$ cat src/rtl/signed_mac_neuron_if.sv
// Handshake bundle for the signed MAC neuron: control, input pair stream and result stream.
// The master drives start/bias/pairs/out_ready; the slave (the neuron) answers.
interface signed_mac_neuron_if;
    logic        start;
    logic [15:0] bias;
    logic        in_valid;
    logic        in_ready;
    logic [7:0]  a;
    logic [7:0]  w;
    logic        out_valid;
    logic        out_ready;
    logic [7:0]  out_data;
    logic        busy;

    modport master (
        output start, bias, in_valid, a, w, out_ready,
        input  in_ready, out_valid, out_data, busy
    );

    modport slave (
        input  start, bias, in_valid, a, w, out_ready,
        output in_ready, out_valid, out_data, busy
    );
endinterface

$ cat src/rtl/signed_mac_neuron.sv
// Sequential int8 multiply-accumulate neuron: bias-initialised accumulation of N_TERMS
// registered products, then arithmetic-shift requantisation, optional ReLU and int8 saturation.
module signed_mac_neuron #(
    parameter int N_TERMS = 16,
    parameter int ACC_W   = 24,
    parameter int SHIFT   = 7,
    parameter int RELU    = 1
) (
    input  logic                 i_clk,
    input  logic                 i_reset,
    signed_mac_neuron_if.slave   io_mac
);

    localparam int CNT_W = $clog2(N_TERMS + 1);
    localparam logic signed [ACC_W-1:0] C_SAT_MAX = ACC_W'(32'sd127);
    localparam logic signed [ACC_W-1:0] C_SAT_MIN = ACC_W'(-32'sd128);

    typedef enum logic [1:0] {
        S_IDLE   = 2'd0,
        S_ACCUM  = 2'd1,
        S_DRAIN  = 2'd2,
        S_OUTPUT = 2'd3
    } state_t;

    state_t                   r_state;
    logic signed [ACC_W-1:0]  r_acc;
    logic signed [15:0]       r_prod;
    logic                     r_prod_vld;
    logic [CNT_W-1:0]         r_count;
    logic                     r_in_ready;
    logic                     r_out_valid;
    logic [7:0]               r_out_data;
    logic                     r_busy;

    logic                     w_hs;
    logic signed [15:0]       w_a_ext;
    logic signed [15:0]       w_w_ext;
    logic signed [15:0]       w_prod;
    logic signed [ACC_W-1:0]  w_bias_ext;
    logic signed [ACC_W-1:0]  w_prod_ext;
    logic signed [ACC_W-1:0]  w_final;
    logic signed [ACC_W-1:0]  w_shifted;
    logic [7:0]               w_result;

    // ReLU (when enabled) followed by clamping to the int8 range
    function automatic logic [7:0] sat8(input logic signed [ACC_W-1:0] v);
        logic [7:0] res;
        if ((RELU != 0) && v[ACC_W-1]) begin
            res = 8'd0;
        end else if (v > C_SAT_MAX) begin
            res = 8'h7F;
        end else if (v < C_SAT_MIN) begin
            res = 8'h80;
        end else begin
            res = v[7:0];
        end
        return res;
    endfunction

    // The 16-bit product of two int8 values is exact, so no widening beyond 16 bits is needed
    assign w_hs       = io_mac.in_valid & r_in_ready;
    assign w_a_ext    = {{8{io_mac.a[7]}}, io_mac.a};
    assign w_w_ext    = {{8{io_mac.w[7]}}, io_mac.w};
    assign w_prod     = w_a_ext * w_w_ext;
    assign w_bias_ext = {{(ACC_W-16){io_mac.bias[15]}}, io_mac.bias};
    assign w_prod_ext = {{(ACC_W-16){r_prod[15]}}, r_prod};
    assign w_final    = r_acc + w_prod_ext;
    assign w_shifted  = w_final >>> SHIFT;
    assign w_result   = sat8(w_shifted);

    assign io_mac.in_ready  = r_in_ready;
    assign io_mac.out_valid = r_out_valid;
    assign io_mac.out_data  = r_out_data;
    assign io_mac.busy      = r_busy;

    // Control FSM with accumulator, product pipeline register and registered outputs
    always_ff @(posedge i_clk or posedge i_reset) begin
        if (i_reset) begin
            r_state     <= S_IDLE;
            r_acc       <= '0;
            r_prod      <= 16'sd0;
            r_prod_vld  <= 1'b0;
            r_count     <= '0;
            r_in_ready  <= 1'b0;
            r_out_valid <= 1'b0;
            r_out_data  <= 8'd0;
            r_busy      <= 1'b0;
        end else begin
            case (r_state)
                S_IDLE: begin
                    r_prod_vld <= 1'b0;
                    if (io_mac.start) begin
                        r_acc      <= w_bias_ext;
                        r_count    <= '0;
                        r_in_ready <= 1'b1;
                        r_busy     <= 1'b1;
                        r_state    <= S_ACCUM;
                    end
                end
                S_ACCUM: begin
                    // The product registered on the previous handshake joins the sum here
                    if (r_prod_vld) begin
                        r_acc <= w_final;
                    end
                    if (w_hs) begin
                        r_prod     <= w_prod;
                        r_prod_vld <= 1'b1;
                        r_count    <= r_count + CNT_W'(1);
                        if (r_count == CNT_W'(N_TERMS - 1)) begin
                            r_in_ready <= 1'b0;
                            r_state    <= S_DRAIN;
                        end
                    end else begin
                        r_prod_vld <= 1'b0;
                    end
                end
                S_DRAIN: begin
                    r_acc       <= w_final;
                    r_prod_vld  <= 1'b0;
                    r_out_data  <= w_result;
                    r_out_valid <= 1'b1;
                    r_state     <= S_OUTPUT;
                end
                S_OUTPUT: begin
                    if (io_mac.out_ready) begin
                        r_out_valid <= 1'b0;
                        r_busy      <= 1'b0;
                        r_state     <= S_IDLE;
                    end
                end
                default: begin
                    r_state     <= S_IDLE;
                    r_in_ready  <= 1'b0;
                    r_out_valid <= 1'b0;
                    r_busy      <= 1'b0;
                    r_prod_vld  <= 1'b0;
                end
            endcase
        end
    end

endmodule

$ cat src/flat_wrapper.sv
// flat-port wrapper written by rule: the top's interface ports become plain ports
module signed_mac_neuron_flat 
#(
    parameter int N_TERMS = 16,
    parameter int ACC_W   = 24,
    parameter int SHIFT   = 7,
    parameter int RELU    = 1
)
  (i_clk, i_reset, io_mac_start, io_mac_bias, io_mac_in_valid, io_mac_a, io_mac_w, io_mac_out_ready, io_mac_in_ready, io_mac_out_valid, io_mac_out_data, io_mac_busy);
  signed_mac_neuron_if io_mac_i ();
  input  logic i_clk;
  input  logic i_reset;
  input wire logic [$bits(io_mac_i.start)-1:0] io_mac_start;
  input wire logic [$bits(io_mac_i.bias)-1:0] io_mac_bias;
  input wire logic [$bits(io_mac_i.in_valid)-1:0] io_mac_in_valid;
  input wire logic [$bits(io_mac_i.a)-1:0] io_mac_a;
  input wire logic [$bits(io_mac_i.w)-1:0] io_mac_w;
  input wire logic [$bits(io_mac_i.out_ready)-1:0] io_mac_out_ready;
  output wire logic [$bits(io_mac_i.in_ready)-1:0] io_mac_in_ready;
  output wire logic [$bits(io_mac_i.out_valid)-1:0] io_mac_out_valid;
  output wire logic [$bits(io_mac_i.out_data)-1:0] io_mac_out_data;
  output wire logic [$bits(io_mac_i.busy)-1:0] io_mac_busy;
  assign io_mac_i.start = io_mac_start;
  assign io_mac_i.bias = io_mac_bias;
  assign io_mac_i.in_valid = io_mac_in_valid;
  assign io_mac_i.a = io_mac_a;
  assign io_mac_i.w = io_mac_w;
  assign io_mac_i.out_ready = io_mac_out_ready;
  assign io_mac_in_ready = io_mac_i.in_ready;
  assign io_mac_out_valid = io_mac_i.out_valid;
  assign io_mac_out_data = io_mac_i.out_data;
  assign io_mac_busy = io_mac_i.busy;
  signed_mac_neuron #(.N_TERMS(N_TERMS), .ACC_W(ACC_W), .SHIFT(SHIFT), .RELU(RELU)) u_core (.i_clk(i_clk), .i_reset(i_reset), .io_mac(io_mac_i));
endmodule
$ cat config.mk
export PLATFORM = sky130hd
export DESIGN_NAME = signed_mac_neuron_flat
export DESIGN_NICKNAME = d
export VERILOG_FILES = /design/src/rtl/signed_mac_neuron_if.sv /design/src/rtl/signed_mac_neuron.sv /design/src/flat_wrapper.sv
export SDC_FILE = /design/constraint.sdc
export NUM_CORES = 1
export LEC_CHECK = 0
export BUFFER_PORTS_ARGS = -buffer_cell sky130_fd_sc_hd__buf_2
export CAP_MARGIN = 10
export CORE_ASPECT_RATIO = 0.75
export CORE_MARGIN = 5
export CORE_UTILIZATION = 60
export DETAILED_ROUTE_END_ITERATION = 6
export PLACE_DENSITY = 0.77
export RECOVER_POWER = 25
export SLEW_MARGIN = 20
export SYNTH_ARGS = -nofsm -noshare
export SYNTH_HDL_FRONTEND = slang
export SYNTH_SLANG_ARGS = --single-unit
$ cat constraint.sdc
create_clock -name i_clk -period 6.5 [get_ports i_clk]
set_clock_uncertainty 0.15 [all_clocks]
set_input_delay 0.325 -clock i_clk [delete_from_list [all_inputs] [get_ports i_clk]]
set_output_delay 0.325 -clock i_clk [all_outputs]
set_load 0.005 [all_outputs]
==> metrics.md, run 1 <==
| Metric | Value |
|---|---|
| Root Driver | clkbuf_16 |
| Rel. slew slack | -1.13 |
| Clock sinks | between 50 and 60 |
| Antenna violations before repair | 0 |
| Net Sw Frac | 0.487 |
| Core area | roughly 0.010 mm^2 |
| Sequential element share of the synthesized area | 0.230 |
| Reg clk slew, reported paths | ~50 ps |
| CP Class | in2reg |
| Psw | roughly 1.9 mW |
| FMAX | 222 MHz |
| CTS tree | built |
| Hold_buf cts | 0 |
| Crit-path cells | buf_2, and2_1, fa_1, inv_1, fa_1, inv_1, fa_1, inv_1, fa_1, inv_1, ha_1, o21ai_0, a21oi_1, o21a_1, o21a_1, o211ai_1, a2111oi_0, nand3b_1 |
| Htree depth | 3 |
| Register bit count reported by yosys | 59 |
| Wirelength per Cell | around 16 um |
| Internal power | 2.01 mW |
| Syn_area_per_cell | between 8 and 9 um^2 |
| Initial core utilization | 0.618 |
| Crit path depth | 18 |
| Initial DRC count | approximately 320 |
| Worst skew pair latency | roughly 340 ps |
| Minimum setup slack after placement | ~1700 ps |
| Die area | 0.0129 mm^2 |
| Die Height | approximately 100 um |
| Lkg Pwr | ~3.4 nW |
| Placed inst area | slightly below 0.007 mm^2 |
| Most common flop cell mapped by yosys | dfrtp_1 |
| Port buffer count | 47 |
| Gr usage total | 0.233 |
| Drt via density | 5.78 |
| Layout Utilization | 0.680 |
| Tot Pwr | 3.93 mW |
| Part of the power in registers | 0.171 |
| Top delay family on crit path | adder cells |
| Mapped Cells | 713 |
| Inst Count DP | 879 |
| Failing checks | capacitance limit, slew limit |
| Site Rows | 32 |
| Slew @ Worst Pin | around 3200 ps |
| Gate power share | 0.705 |
| Share of layout cells above drive strength 1 | 0.110 |
| Worst Slack Setup Final | about 2000 ps |
| Post-CTS Setup Inserts | 0 |
| Final hold violations | 0 |
| Min-Delay Path Depth | 3 |
| Die X | about 130 um |
| Critical Path Sink Type | flop |
| Fillers | around 820 |
| Finished Layout Cells | between 800 and 900 |
| WL final | about 14,000 um |
| Ys async rst share | 1.00 |
| Largest net degree at the start of global routing | 60 |
| Max Root-Sink Buffers | 2 |
| Vias in the first global route | about 5,200 |
| Crit-path slowest cell | fa_1 |
| Crit-path max cell delay | around 540 ps |
| Max IR drop VDD | 259 uV |
| Synthesized net count | 865 |
| WHS | around 130 ps |
| WP data required | 6610 ps |
| Fin Setup TNS | 0 ps |
| Final Net Count | around 900 |
| Post-synth cell types | between 50 and 60 |
| RePlAce Congestion | approximately 0.90 |
| Post-DP HPWL | around 11,000 um |
| CTS resizes | 0 |
| Cell area power density | 557 mW/mm^2 |
| 1st-pass router iterations | 5 |
| Crit path DAT | around 4600 ps |
| Status | complete, but fails checks |
| Antenna-violating nets left | 0 |
| Register area | roughly 0.0015 mm^2 |
| I/O pins | 48 |
| Final setup fails | 0 |
| Final period utilization | 0.692 |
| First-pass GRT wire length | approximately 24,000 um |
| Area grow syn2layout | 9.98% |
| Yosys warns | 0 |
| Cell depth of the worst flop-to-flop path | 10 |
| RSZ-0062 raised after global routing | no |
| Startpoint Class | input port |
| Post-synth EDFFs | 0 |
| Vias post-DR | 5,162 |
| DRC Markers | 0 |
| Post-Syn Area | roughly 0.0064 mm^2 |
| CP bufs+invs | 5 |
| Tmin final | 4500 ps |
| # diodes | 0 |
| CTS Buf Count | 9 |
| CP max FO | 8 |
| Clock power frac | 0.124 |
| Congestion Overflow GR | 0 |
| Area occupied by multi-input gates | 0.00448 mm^2 |
| Cell area after layout | 0.00705 mm^2 |
| Max-Cap Viols | 1 |
| Hold WC Path Type | in2reg |
| Max-slew violations | 60 |
-- layer usage --
metal,wire length [um],GRT usage,vias up
met2,6760,0.369,128
met3,737,0.0446,23
met1,6540,0.328,2536
met5,0,0,-
li1,-,-,2475
met4,233,0.0621,0
-- state kept, by name, summed over array words and instances, names as in the netlist --
name / count
u_core.r_count: 5
u_core.r_acc: 24
u_core.r_state: 2
u_core.r_prod_vld: 1
u_core.io_mac.out_valid: 1
u_core.io_mac.busy: 1
u_core.io_mac.in_ready: 1
u_core.io_mac.out_data: 8
u_core.r_prod: 16
-- placed cells by master (no fill, tap or decap), drive strengths merged, types with 11 or more instances in the layout --
cell,instances
inv,95
a21oi,33
o21ai,52
and2,40
nand2,78
ha,59
xnor2,23
nand2b,12
fa,56
nor2,31
clkbuf,13
mux2i,13
buf,50
o21a,11
dfrtp,59
nand3,11
a21o,11
-- final cells by class --
| class | instances | share of cell area |
|---|---|---|
| clock buffer | 12 | 0.0378 |
| tap | 136 | 0.0241 |
| multi-input combinational | 537 | 0.635 |
| timing repair buffer | 51 | 0.0371 |
| sequential | 59 | 0.209 |
| inverter | 96 | 0.0511 |
| clock inverter | 2 | 0.00497 |
-- worst reg2reg max path, cell delays in order (launching register included) --
cell and delay, ps:
dfrtp_1 390, ha_1 240, fa_1 430, a211oi_1 450, o21ai_1 240, a21oi_2 310
o21ai_4 120, xor2_1 180, or4_4 540, nor4_4 440, a22oi_1 150
-- kinds of logic (layout without fill, tap and decap cells) --
logic type	count (synthesis)	count (layout)	synth area share
muxes	20	20	0.0326
buffers and inverters	117	161	0.0709
AOI/OAI and AO/OA	161	161	0.167
DFF	59	59	0.230
xor gates and xnor gates	33	33	0.0451
and+or+nand+nor	208	208	0.164
adders and majority gates	115	115	0.290
-- power by group through the flow --
stage,clock (mW),sequential (mW),combinational (mW)
after global routing,0.510,0.693,3.09
after floorplan,0,0.641,2.17
after CTS,0.493,0.671,2.74
final,0.487,0.673,2.77
after global placement,0,0.668,2.59
after detailed placement,0,0.675,2.72
-- synthesized netlist by cell type, types with 12 or more instances --
library cell,instances,share of area
inv_1,95,0.056
nand2_1,78,0.046
dfrtp_1,59,0.23
ha_1,59,0.12
fa_1,56,0.17
o21ai_0,50,0.039
and2_1,40,0.039
a21oi_1,31,0.024
nor2_1,31,0.018
xnor2_1,23,0.031
clkbuf_1,15,0.0088
mux2i_1,13,0.020
nand2b_1,12,0.012
-- worst paths after layout --
check                                                         to                          from  slack, ps
min reg2reg                         u_core.r_acc[21]$_DFFE_PP0P_  u_core.r_acc[21]$_DFFE_PP0P_        340
max                                u_core.r_prod[14]$_DFFE_PP0P_                   io_mac_w[4]       2000
max in group asynchronous           u_core.r_acc[16]$_DFFE_PP0P_                       i_reset       3330
min in group asynchronous     u_core.io_mac.in_ready$_DFFE_PP0P_                       i_reset       1060
min                          u_core.io_mac.out_valid$_DFFE_PP0P_              io_mac_out_ready        130
max reg2reg                u_core.io_mac.out_data[5]$_DFFE_PP0P_  u_core.r_prod[0]$_DFFE_PP0P_       2720
Power figures use the tool's default switching activity.
==> run 2, diff against run 1 <==
- CORE_UTILIZATION: 60 -> 56
- PLACE_DENSITY: 0.77 -> 0.75
- clock period: 6.5 -> 3.9 ns (I/O delays scaled with it)
==> metrics.md, run 2 (synthesis results as in run 1) <==
| Metric | Value |
|---|---|
| Inst Count DP | about 900 |
| Root Driver | clkbuf_16 |
| Commonest non-fill, non-tap cell in the layout | inv_1 |
| Congestion Overflow GR | 0 |
| I/O pins | 48 |
| Initial core utilization | 0.579 |
| Drt via density | around 5.6 |
| Critical Path Sink Type | flop |
| Largest net degree at the start of global routing | 44 |
| 1st-pass router iterations | 5 |
| Biggest register | u_core.r_acc |
| Vias in the first global route | 5,471 |
| Crit path DAT | about 4000 ps |
| Worst skew pair latency | 330 ps |
| Cell area power density | between 900 and 1000 mW/mm^2 |
| Reg clk slew, reported paths | roughly 50 ps |
| Die Height | 103 um |
| Final setup fails | 3 |
| CP bufs+invs | 5 |
| FMAX | 251 MHz |
| Port buffer count | 47 |
| Max-slew violations | 0 |
| CTS Buf Count | 9 |
| CP max FO | 6 |
| Final Net Count | roughly 950 |
| Die area | roughly 0.014 mm^2 |
| RePlAce Congestion | 0.927 |
| Site Rows | 33 |
| Die X | approximately 130 um |
| Finished Layout Cells | 945 |
| Max-Cap Viols | 0 |
| WL final | 14,900 um |
| Most frequent CP cell | fa_1 |
| Worst Slack Setup Final | -84.1 ps |
| Share of layout cells above drive strength 1 | 0.227 |
| Fillers | roughly 840 |
| Max IR drop VDD | about 440 uV |
| Slew @ Worst Pin | 1110 ps |
| Hold WC Path Type | in2reg |
| Max Root-Sink Buffers | 2 |
| Top delay family on crit path | adder cells |
| Crit-path max cell delay | 530 ps |
| RSZ-0062 raised after global routing | yes |
| Wirelength per Cell | roughly 16 um |
| First-pass GRT wire length | 25,200 um |
| # diodes | 0 |
| Initial DRC count | around 370 |
| WP data required | approximately 4000 ps |
| Vias post-DR | 5,323 |
| Number of flip-flops under the largest register name | 24 |
| Gr usage total | 0.223 |
| Status | complete, but fails checks |
| Htree depth | 3 |
| CTS tree | built |
| Antenna-violating nets left | 0 |
| Crit-path slowest cell | fa_1 |
| Clock sinks | slightly below 60 |
| Failing checks | setup timing |
| Crit-path cells | buf_8, and2_4, fa_1, inv_1, fa_1, inv_1, fa_1, inv_2, fa_1, inv_2, ha_4, o21ai_4, a21oi_2, o21a_1, o21a_1, o211ai_1, a2111oi_2, nand3b_1 |
| Core area | approximately 0.011 mm^2 |
| Final hold violations | 0 |
| Commonest cells after routing, fill and taps aside | inv_1 (80), nand2_1 (75), dfrtp_1 (59), fa_1 (51), ha_1 (51) |
| DRC Markers | 0 |
| Final period utilization | 1.02 |
| CP Class | in2reg |
| Lkg Pwr | roughly 3.7 nW |
| Rel. slew slack | 0.258 |
| Antenna violations before repair | 0 |
| Fin Setup TNS | -153 ps |
| Area grow syn2layout | 21.8% |
| Post-DP HPWL | 11,400 um |
| Tmin final | 3980 ps |
| Startpoint Class | input port |
run 2: cell count changes in the layout (fill, tap and decap cells not counted), sizes merged:
cell,change
bufinv,-1
buf,+37
clkinv,+2
clkbuf,+7
dlygate4sd3,+1
clkinvlp,+2
run 2: layer usage:
metal | wire, um | part of all wire | track usage | vias up
met5 | 0 | 0 | 0 | -
met4 | 155 | 0.010 | 0.0379 | 0
met3 | 760 | 0.051 | 0.0380 | 21
met2 | 7110 | 0.48 | 0.379 | 122
met1 | 6900 | 0.46 | 0.310 | 2607
li1 | - | - | - | 2573
run 2: worst reg2reg max path, delay by kind of cell (launching register included):
| family | cells | cell delay (ps) |
|---|---|---|
| AND/OR/NAND/NOR | 2 | 970 |
| adder cells (fa/ha/maj) | 2 | 710 |
| flip-flops | 1 | 380 |
| AO/OA/AOI/OAI | 5 | 1080 |
| XOR/XNOR | 1 | 180 |
run 2: power breakdown:
part / internal [mW] / switching [mW]
clock: 0.439 / 0.280
sequential: 0.916 / 0.203
combinational: 2.50 / 3.02
run 2: final timing paths:
path | start | to | slack [ps] | cells after the start
setup / recovery | io_mac_a[5] | u_core.r_prod[14]$_DFFE_PP0P_ | -80 | 18
hold / removal | io_mac_out_ready | u_core.io_mac.out_valid$_DFFE_PP0P_ | 10 | 3
setup reg to reg | u_core.r_prod[0]$_DFFE_PP0P_ | u_core.io_mac.out_data[4]$_DFFE_PP0P_ | 290 | 10
hold reg to reg | u_core.r_acc[7]$_DFFE_PP0P_ | u_core.r_acc[7]$_DFFE_PP0P_ | 330 | 2
max in group asynchronous | i_reset | u_core.io_mac.in_ready$_DFFE_PP0P_ | 2020 | 4
min in group asynchronous | i_reset | u_core.io_mac.busy$_DFFE_PP0P_ | 560 | 3
run 2: final cells by class:
cell class,instances,area (um^2),share of cell area
clock buffers,10,239,0.0306
clock inverters,5,30.0,0.00385
inverters,96,380,0.0487
multi-input cells,537,4790,0.614
flip-flops and latches,59,1480,0.189
well taps,140,175,0.0224
repair buffers,98,714,0.0916
run 2: stage by stage:
stage	utilization	area [um^2]	worst slack (ps)	hold slack, ps	total power [mW]
6_report	0.705	7800	-84.1	10.7	7.36
5_1_grt	0.705	7800	-250	32.1	8.03
4_1_cts	0.679	7510	-18.0	6.97	6.85
3_5_place_dp	0.645	7140	-519	165	6.04
3_3_place_gp	0.645	7140	-456	160	5.88
2_1_floorplan	-	6520	-85.6	178	4.83
run 2: timing repair:
item                                    in CTS  in global routing
setup buffers                                1                  9
gates resized for setup                     28                 71
hold buffers                                 1                  0
cloned                                       0                  0
endpoints found under the setup margin       4                 12
pin swaps                                   19                 26
endpoints found under the hold margin       28                  0
